[config.mk]
export PLATFORM = sky130hd
export DESIGN_NAME = imem_arbiter
export DESIGN_NICKNAME = d
export VERILOG_FILES = /design/src/rtl/imem_arbiter.sv
export SDC_FILE = /design/constraint.sdc
export NUM_CORES = 1
export LEC_CHECK = 0
export CORE_ASPECT_RATIO = 2
export CORE_MARGIN = 1.5
export CORE_UTILIZATION = 40
export CTS_CLUSTER_SIZE = 8
export DETAILED_ROUTE_END_ITERATION = 16
export HOLD_SLACK_MARGIN = 0.12
export MAX_ROUTING_LAYER = met4
export PLACE_DENSITY_LB_ADDON = 0.08
export SLEW_MARGIN = 20
export SYNTH_ARGS = -nofsm -noshare
export SYNTH_HDL_FRONTEND = slang
export SYNTH_SLANG_ARGS = --single-unit
[constraint.sdc]
create_clock -name clk -period 5.83 [get_ports clk]
set_input_delay 0.583 -clock clk [delete_from_list [all_inputs] [get_ports clk]]
set_output_delay 0.583 -clock clk [all_outputs]
set_load 0.1 [all_outputs]
[src/rtl/imem_arbiter.sv]
// Two-port round-robin arbiter in front of a single instruction-memory port.
// One access in flight at a time; a watchdog retires accesses the memory never answers.
module imem_arbiter #(
  parameter int ADDR_WIDTH     = 32,
  parameter int TIMEOUT_CYCLES = 255
) (
  input  logic                  clk,
  input  logic                  reset,
  input  logic                  p0_valid,
  input  logic [ADDR_WIDTH-1:0] p0_addr,
  output logic                  p0_ready,
  output logic [31:0]           p0_rdata,
  output logic                  p0_err,
  input  logic                  p1_valid,
  input  logic [ADDR_WIDTH-1:0] p1_addr,
  output logic                  p1_ready,
  output logic [31:0]           p1_rdata,
  output logic                  p1_err,
  output logic                  mem_valid,
  output logic [ADDR_WIDTH-1:0] mem_addr,
  input  logic                  mem_ready,
  input  logic [31:0]           mem_rdata
);

  // The counter only has to reach TIMEOUT_CYCLES-1 before the abort fires.
  localparam int CW = (TIMEOUT_CYCLES > 1) ? $clog2(TIMEOUT_CYCLES) : 1;
  localparam logic [CW-1:0] LIMIT = CW'((TIMEOUT_CYCLES > 0) ? TIMEOUT_CYCLES - 1 : 0);

  typedef enum logic {IDLE, BUSY} state_t;

  state_t                state;
  logic                  grant;
  logic                  last_grant;
  logic [CW-1:0]         count;
  logic [1:0]            ready_reg;
  logic [1:0]            err_reg;
  logic [31:0]           rdata_reg [2];
  logic [1:0]            valid;
  logic [1:0]            eligible;
  logic [ADDR_WIDTH-1:0] addr [2];
  logic                  pick;
  logic                  timeout_hit;

  assign valid   = {p1_valid, p0_valid};
  assign addr[0] = p0_addr;
  assign addr[1] = p1_addr;

  // A port retiring this cycle must not be re-granted on the same edge.
  genvar gi;
  generate
    for (gi = 0; gi < 2; gi++) begin : g_elig
      assign eligible[gi] = valid[gi] & ~ready_reg[gi];
    end
  endgenerate

  assign pick        = (eligible == 2'b11) ? ~last_grant : eligible[1];
  assign timeout_hit = (TIMEOUT_CYCLES != 0) && (count == LIMIT);

  always_ff @(posedge clk) begin
    if (reset) begin
      state        <= IDLE;
      mem_valid    <= 1'b0;
      mem_addr     <= '0;
      ready_reg    <= '0;
      err_reg      <= '0;
      rdata_reg[0] <= '0;
      rdata_reg[1] <= '0;
      grant        <= 1'b0;
      last_grant   <= 1'b1;
      count        <= '0;
    end else begin
      ready_reg <= '0;
      err_reg   <= '0;
      if (state == IDLE) begin
        if (|eligible) begin
          mem_valid  <= 1'b1;
          mem_addr   <= addr[pick];
          grant      <= pick;
          last_grant <= pick;
          count      <= '0;
          state      <= BUSY;
        end
      end else begin
        // A response on the final watchdog cycle still counts as a normal completion.
        if (mem_ready) begin
          ready_reg[grant] <= 1'b1;
          rdata_reg[grant] <= mem_rdata;
          mem_valid        <= 1'b0;
          state            <= IDLE;
        end else if (timeout_hit) begin
          ready_reg[grant] <= 1'b1;
          err_reg[grant]   <= 1'b1;
          rdata_reg[grant] <= '0;
          mem_valid        <= 1'b0;
          state            <= IDLE;
        end else begin
          count <= count + 1'b1;
        end
      end
    end
  end

  assign p0_ready = ready_reg[0];
  assign p0_err   = err_reg[0];
  assign p0_rdata = rdata_reg[0];
  assign p1_ready = ready_reg[1];
  assign p1_err   = err_reg[1];
  assign p1_rdata = rdata_reg[1];

endmodule

==> results of run 1 <==
path summary, 6_finish.rpt:
| kind | start | endpoint | slack (ns) | cells past startpoint |
|---|---|---|---|---|
| setup / recovery | count[0]$_SDFFE_PP0P_ | rdata_reg[1][19]$_SDFFCE_PN0P_ | 2.88 | 6 |
| hold / removal | count[7]$_SDFFE_PP0P_ | count[7]$_SDFFE_PP0P_ | 0.49 | 1 |
| setup reg to reg | count[0]$_SDFFE_PP0P_ | rdata_reg[1][19]$_SDFFCE_PN0P_ | 2.88 | 6 |
| hold reg to reg | count[7]$_SDFFE_PP0P_ | count[7]$_SDFFE_PP0P_ | 0.49 | 1 |
cell type report:
type	count	area (um^2)
Fill cell	931	4280
Sequential cell	112	2880
Timing Repair Buffer	203	2040
Multi-Input combinational cell	224	1540
Clock buffer	10	229
Tap cell	142	178
Clock inverter	6	53.8
Inverter	4	15.0
cells by family (layout without fill, tap and decap cells):
| family | count (synthesis) | after routing |
|---|---|---|
| and+or+nand+nor | 138 | 138 |
| DFF | 112 | 112 |
| AOI/OAI and AO/OA | 52 | 52 |
| buffers and inverters | 34 | 223 |
| muxes | 32 | 32 |
| adders and majority gates | 2 | 2 |
metal layers:
layer | up-vias | global-route usage [%] | share of wire (%)
met5 | - | - | 0
met2 | 150 | 34.4 | 55
met4 | 0 | 7.40 | 2.2
li1 | 1747 | - | -
met3 | 16 | 3.86 | 5.7
met1 | 1625 | 19.8 | 37
worst max-delay path, cell delays in order (launching register included):
cell and delay (ns):
dfxtp_1 0.37, inv_1 0.09, ha_1 0.13, and4_2 0.33
a22oi_4 0.12, nor3_4 0.77, or2_2 0.75
power by group through the flow:
stage               clock, W  combinational (W)  sequential (W)
finish              0.000577           0.000625        0.000909
global route        0.000622           0.000650        0.000915
CTS                 0.000588           0.000630        0.000909
detailed placement         0           0.000629        0.000927
global placement           0           0.000622        0.000925
floorplan                  0          0.0000990         0.00127
cells in the mapped netlist, types with 2 or more instances:
| cell | instances | area share [%] |
|---|---|---|
| a21oi_1 | 4 | 0.44 |
| nand2b_1 | 3 | 0.41 |
| dfxtp_1 | 48 | 21 |
| o31ai_1 | 2 | 0.33 |
| buf_2 | 8 | 0.88 |
| a211oi_1 | 33 | 5.4 |
| inv_1 | 4 | 0.33 |
| nor3_4 | 2 | 0.71 |
| nand3_1 | 7 | 0.77 |
| nand3b_1 | 2 | 0.33 |
| nor2_1 | 40 | 3.3 |
| buf_4 | 3 | 0.49 |
| or2_2 | 3 | 0.41 |
| nand2_1 | 8 | 0.66 |
| clkbuf_1 | 17 | 1.4 |
| mux2i_1 | 32 | 7.0 |
| ha_1 | 2 | 0.55 |
| edfxtp_1 | 64 | 42 |
| and3_1 | 65 | 8.9 |
| o21ai_0 | 4 | 0.44 |
stage by stage:
stage | util (%) | worst slack [ns] | total power, W | hold WS (ns)
after floorplan | - | 3.74 | 0.00137 | 0.432
after global placement | 59.1 | 2.64 | 0.00155 | 0.446
after detailed placement | 59.4 | 2.55 | 0.00156 | 0.469
after CTS | 61.9 | 2.87 | 0.00213 | 0.487
after global routing | 61.9 | 2.64 | 0.00219 | 0.507
final | 61.9 | 2.88 | 0.00211 | 0.485
==> flow_metrics.tcl, run 1 <==
set metrics [dict create \
    cp_max_fo 34 \
    synthAdderAreaFrac_pct 0.550 \
    internal-power_w 0.00136 \
    dp_hpwl_mm 7.96 \
    synth_top_family_by_area "simple AND/OR/NAND/NOR gates" \
    seq_area_frac_synth_pct 63.3 \
    ctsResizeCount 0 \
    final_cell_mix "200 x clkdlybuf4s50_1, 65 x and3_1, 64 x edfxtp_1" \
    dieArea_um2 12100 \
    post-place-cells 685 \
    diodes 0 \
    rsz0062_at_grt "no" \
    mostFrequentLayoutCell "clkdlybuf4s50_1" \
    yosysUniqueCellTypes 39 \
    clock_skew_ns 0.00861 \
    synth-async-reset-ratio_pct 0 \
    hold_viol_final 0 \
    synth_compound_area_share_pct 8.68 \
    fmax_ghz 0.339 \
    hp-class "register to register" \
    syn_area_um2 4550 \
    grt_pass1_vias 3533 \
    max_cap_viol_count 0 \
    vias_per_cell 5.05 \
    die_y_um 154 \
    powerDensity_nw_per_um2 304 \
    maxSlewViolCount 0 \
    antenna_found_initial 0 \
    setup.worst_path.class "register to register" \
    critPathCaptureType "register" \
    cts_root_buffer "clkbuf_16" \
    ctsHoldBuffers 0 \
    start_util_pct 40.6 \
    synthSimpleGateAreaFrac_pct 17.0 \
    dr.pass1.iters 4 \
    p_clk_share_pct 27.3 \
    vias 3538 \
    p_leak_nw 2.88 \
    period_minus_slack_ns 2.95 \
    largest_register_ffs 64 \
    insertion_delay_ns 0.34 \
    synth_area_per_cell_um2 12.3 \
    first_iter_violations 234 \
    drc 0 \
    clock_path_buffers 2 \
    syn_to_final_growth_pct 52.4 \
    port_buffers 201 \
    htreeDepth 3 \
    grt_pass1_wl_mm 17.2 \
    tightestPinTransition_ns 1.01 \
    critPathArrivalTime_ns 2.92 \
    fin_crit_sh_pct 50.6 \
    cts_tree "built" \
    gr-total-overflow 0 \
    numClockSinks 112 \
    seq_power_share_pct 43.1 \
    syn_nets 473 \
    num_io_pins 202 \
    vdd_drop_max_v 0.000163 \
    synthMuxAreaShare_pct 7.03 \
    synth_ff_type "edfxtp_1" \
    yosys_warnings 0 \
    max_slew_margin_pct 32.2 \
    clk_pin_slew_ns 0.07 \
    final_layout_size_suffix_gt1_share_pct 5.55 \
    fin_cells 701 \
    finish.instance_area_um2 6940 \
    drtAntennaViolNets 0 \
    postRouteWirelength_mm 10.8 \
    wl_per_cell_um 15.4 \
    grt_use_total_pct 19.0 \
    post-cts-setup-buffers 0 \
    p_sw_w 0.000751 \
    startpoint_type "register" \
    synthCells 370 \
    die_width_um 78.4 \
    pwr-share-comb_pct 29.6 \
    cp.required_ns 5.80 \
    setup_viol 0 \
    nets 657 \
    synth_edf_count 64 \
    status "complete, no violations" \
    grt_max_degree 67 \
    cts_buffers 9 \
    p_sw_share_pct 35.6 \
    dpl_cell_area_um2 6660 \
    ys_ff_latch 112 \
    fin_tns_setup_ns 0 \
    synthXorXnorAreaFrac_pct 0 \
    place_congestion 0.813 \
    core_area_um2 11200 \
    fp-row-count 55 \
]
No activity file was read; power rests on OpenSTA's default activity.
==> run 2, diff against run 1 <==
- clock period: 5.83 -> 2.8 ns (I/O delays scaled with it)
==> flow_metrics.tcl, run 2 (same netlist as run 1, synthesis figures left out) <==
set metrics [dict create \
    slowest_delay_ns 0.60 \
    fmax_ghz 0.437 \
    r2r_end "rdata_reg[1][19]$_SDFFCE_PN0P_" \
    vdd_drop_max_v 0.000394 \
    die_y_um 154 \
    drc 0 \
    start_util_pct 40.6 \
    hold_path_end "count[4]$_SDFFE_PP0P_" \
    antenna_found_initial 0 \
    grt_max_degree 69 \
    cp.required_ns 2.79 \
    setup_viol 0 \
    clock_path_buffers 2 \
    cts_buffers 9 \
    cpMaxStageDelayCell "or2_2" \
    vias_per_cell 5.08 \
    num_io_pins 202 \
    numClockSinks 112 \
    htreeDepth 3 \
    fin_crit_sh_pct 81.8 \
    reg2reg_depth 6 \
    gr-total-overflow 0 \
    final_layout_size_suffix_gt1_share_pct 24.6 \
    holdPathStages 2 \
    fin_tns_setup_ns 0 \
    status "complete, no violations" \
    fp-row-count 55 \
    dp_hpwl_mm 7.94 \
    regToRegSetupSlack_ns 0.51 \
    postRouteWirelength_mm 11.0 \
    max_slew_margin_pct 45.7 \
    worstHoldStart "reset" \
    maxSlewViolCount 0 \
    insertion_delay_ns 0.35 \
    fin_cells 707 \
    rsz0062_at_grt "no" \
    largest_register_ffs 64 \
    clk_pin_slew_ns 0.07 \
    place_congestion 0.814 \
    post-cts-setup-buffers 0 \
    core_area_um2 11200 \
    max_cap_viol_count 0 \
    grt_pass1_wl_mm 17.4 \
    diodes 0 \
    drtAntennaViolNets 0 \
    seqCellArea_um2 2880 \
    startpoint_type "register" \
    fill_cells 986 \
    cp_max_fo 32 \
    critPathCaptureType "register" \
    hp-class "primary input to register" \
    nets 663 \
    grt_use_total_pct 19.1 \
    period_minus_slack_ns 2.29 \
    post-place-cells 691 \
    clock_skew_ns 0.0102 \
    critPathArrivalTime_ns 2.28 \
    cts_tree "built" \
    mostFrequentLayoutCell "buf_4" \
    grt_pass1_vias 3525 \
    cts_root_buffer "clkbuf_16" \
    port_buffers 201 \
    ctsHoldBuffers 0 \
    reg2reg_from "count[0]$_SDFFE_PP0P_" \
    dr.pass1.iters 4 \
    multiInputGateArea_um2 1540 \
    die_width_um 78.4 \
    p_leak_nw 3.05 \
    crit_path_cell_trace "inv_1 -> ha_1 -> and4_2 -> a22oi_4 -> nor3_4 -> or2_2" \
    powerDensity_nw_per_um2 653 \
    syn_to_final_growth_pct 47.8 \
    ctsResizeCount 0 \
    tightestPinTransition_ns 0.815 \
    hold_viol_final 0 \
    setup.worst_path.class "register to register" \
    dieArea_um2 12100 \
    final_cell_mix "108 x buf_4, 99 x clkdlybuf4s50_1, 65 x and3_1" \
    wl_per_cell_um 15.6 \
    first_iter_violations 233 \
    vias 3593 \
]
==> run 2: cell types whose count changed in the layout (fill, tap and decap cells not counted), sizes merged <==
cell	delta
buf	+107
clkbuf	-1
clkdlybuf4s50	-101
inv	+2
clkinvlp	-2
clkinv	+1
==> run 2: worst max-delay path by stage <==
| stage | to | slack, ns | from | cells past startpoint |
|---|---|---|---|---|
| floorplan | last_grant$_SDFFE_PP1P_ | 0.71 | ready_reg[1]$_SDFF_PP0_ | 6 |
| global placement | rdata_reg[1][25]$_SDFFCE_PN0P_ | 0.54 | mem_ready | 4 |
| detailed placement | rdata_reg[1][26]$_SDFFCE_PN0P_ | 0.51 | count[0]$_SDFFE_PP0P_ | 6 |
| CTS | rdata_reg[1][19]$_SDFFCE_PN0P_ | 0.50 | count[0]$_SDFFE_PP0P_ | 6 |
| global route | rdata_reg[0][23]$_SDFFCE_PN0P_ | 0.37 | count[0]$_SDFFE_PP0P_ | 6 |
| finish | rdata_reg[1][19]$_SDFFCE_PN0P_ | 0.51 | count[0]$_SDFFE_PP0P_ | 6 |
==> run 2: final cells by class <==
cell class,count,share of cell area (%)
sequential,112,42.8
inverter,4,0.223
timing repair buffer,209,27.1
multi-input combinational,224,22.9
clock inverter,7,0.911
tap,142,2.64
clock buffer,9,3.35
==> run 2: per-stage QoR <==
stage / cell area, um^2 / util (%) / hold WS (ns) / total power, W / setup slack, ns
floorplan: 4550 / - / 0.432 / 0.00285 / 0.714
global placement: 6440 / 57.4 / 0.445 / 0.00320 / 0.544
detailed placement: 6440 / 57.4 / 0.459 / 0.00321 / 0.514
CTS: 6730 / 60.0 / 0.361 / 0.00444 / 0.497
global route: 6730 / 60.0 / 0.408 / 0.00455 / 0.375
finish: 6730 / 60.0 / 0.361 / 0.00440 / 0.511
==> run 2: worst max-delay path, delay by kind of cell (launching register included) <==
kind	cells	cell delay (ns)
flops	1	0.42
simple gates	3	0.94
buf+inv	1	0.08
compound gates	1	0.29
fa+ha+maj	1	0.20
==> run 2: where the power goes <==
group	switching [W]	leakage, nW	internal (W)
Combinational	0.000933	1.86	0.000339
Sequential	0.0000475	1.06	0.00184
Clock	0.000610	0.140	0.000623
Total	0.00159	3.05	0.00280
==> run 2: per-layer routing <==
metal / track usage (%) / share of wire, %
met5: - / 0
met4: 6.89 / 1.5
met3: 3.80 / 5.9
met2: 33.4 / 54
met1: 21.2 / 38
==> run 3, diff against run 2 <==
- clock period: 2.8 -> 2.4 ns (I/O delays scaled with it)
==> flow_metrics.tcl, run 3 (same netlist as run 1, synthesis figures left out) <==
set metrics [dict create \
    hold_viol_final 0 \
    port_buffers 201 \
    cp.required_ns 2.39 \
    period_minus_slack_ns 2.21 \
    cts_tree "built" \
    final_cell_mix "110 x buf_4, 99 x clkdlybuf4s50_1, 65 x and3_1" \
    max_cap_viol_count 0 \
    htreeDepth 3 \
    fin_crit_sh_pct 92.2 \
    cts_buffers 9 \
    drtAntennaViolNets 0 \
    grt_pass1_wl_mm 17.6 \
    clk_pin_slew_ns 0.08 \
    syn_to_final_growth_pct 48.1 \
    ctsHoldBuffers 0 \
    ctsResizeCount 0 \
    place_congestion 0.781 \
    powerDensity_nw_per_um2 762 \
    maxSlewViolCount 0 \
    vias_per_cell 5.15 \
    wl_per_cell_um 15.3 \
    setup_viol 0 \
    diodes 0 \
    hp-class "primary input to register" \
    grt_use_total_pct 19.0 \
    vdd_drop_max_v 0.000374 \
    dr.pass1.iters 4 \
    die_y_um 154 \
    rsz0062_at_grt "no" \
    gr-total-overflow 0 \
    max_slew_margin_pct 46.5 \
    nets 665 \
    tightestPinTransition_ns 0.802 \
    startpoint_type "register" \
    status "complete, no violations" \
    cts_root_buffer "clkbuf_16" \
    dieArea_um2 12100 \
    insertion_delay_ns 0.35 \
    cp_max_fo 32 \
    drc 0 \
    grt_max_degree 67 \
    dpl_cell_area_um2 6460 \
    fill_cells 965 \
    num_io_pins 202 \
    core_area_um2 11200 \
    postRouteWirelength_mm 10.9 \
    numClockSinks 112 \
    clock_skew_ns 0.0126 \
    whs_ns 0.334 \
    regToRegSetupSlack_ns 0.19 \
    fin_cells 709 \
    finish.instance_area_um2 6740 \
    post-cts-setup-buffers 0 \
    fin_tns_setup_ns 0 \
    critPathCaptureType "register" \
    setup.worst_path.class "register to register" \
    start_util_pct 40.6 \
    vias 3648 \
    clock_path_buffers 2 \
    critPathArrivalTime_ns 2.20 \
    post-place-cells 693 \
    first_iter_violations 169 \
    dp_hpwl_mm 8.06 \
    grt_pass1_vias 3703 \
    fmax_ghz 0.452 \
    antenna_found_initial 0 \
    fp-row-count 55 \
    final_layout_size_suffix_gt1_share_pct 24.7 \
    mostFrequentLayoutCell "buf_4" \
    largest_register_ffs 64 \
    p_leak_nw 3.06 \
    die_width_um 78.4 \
]
## run 3: cell count changes in the layout (fill, tap and decap cells not counted), sizes merged
| cell | before | now |
|---|---|---|
| clkbuf | 9 | 10 |
| buf | 110 | 112 |
| clkinvlp | 1 | 0 |
## run 3: cell type report
class,count,area (um^2),area share (%)
Tap cell,142,178,2.63
Inverter,4,15.0,0.223
Multi-Input combinational cell,224,1540,22.8
Clock buffer,10,229,3.40
Clock inverter,6,57.6,0.853
Timing Repair Buffer,211,1840,27.3
Sequential cell,112,2880,42.7
## run 3: path summary, 6_finish.rpt
kind,depth (start not counted),endpoint,startpoint
setup reg to reg,6,rdata_reg[1][19]$_SDFFCE_PN0P_,count[0]$_SDFFE_PP0P_
hold reg to reg,1,last_grant$_SDFFE_PP1P_,last_grant$_SDFFE_PP1P_
setup / recovery,6,rdata_reg[1][19]$_SDFFCE_PN0P_,count[0]$_SDFFE_PP0P_
hold / removal,2,grant$_SDFFE_PP0P_,reset
## run 3: routing by layer
metal,GRT usage (%),up-vias,wire [um]
met5,-,-,0
met4,6.21,0,212
met3,4.27,16,734
met2,34.2,176,5880
met1,20.3,1697,4050
li1,-,1759,-
## run 3: worst max-delay path, stage by stage, from the launching register on
cell and delay [ns]:
dfxtp_1 0.35, inv_1 0.06, ha_1 0.20, and4_2 0.29
a22oi_4 0.29, nor3_4 0.06, or2_2 0.60
## run 3: metrics by stage
| step | total power (W) | setup slack (ns) | utilization, % |
|---|---|---|---|
| final | 0.00514 | 0.188 | 60.1 |
| after CTS | 0.00518 | 0.169 | 60.1 |
| after floorplan | 0.00332 | 0.314 | - |
| after global placement | 0.00374 | 0.265 | 57.6 |
| after detailed placement | 0.00375 | 0.182 | 57.6 |
| after global routing | 0.00532 | 0.0439 | 60.1 |
## run 3: where the power goes
group / internal (W) / switching, W / total, W
sequential: 0.00215 / 0.0000528 / 0.00220
clock: 0.000732 / 0.000714 / 0.00145
combinational: 0.000398 / 0.00109 / 0.00149
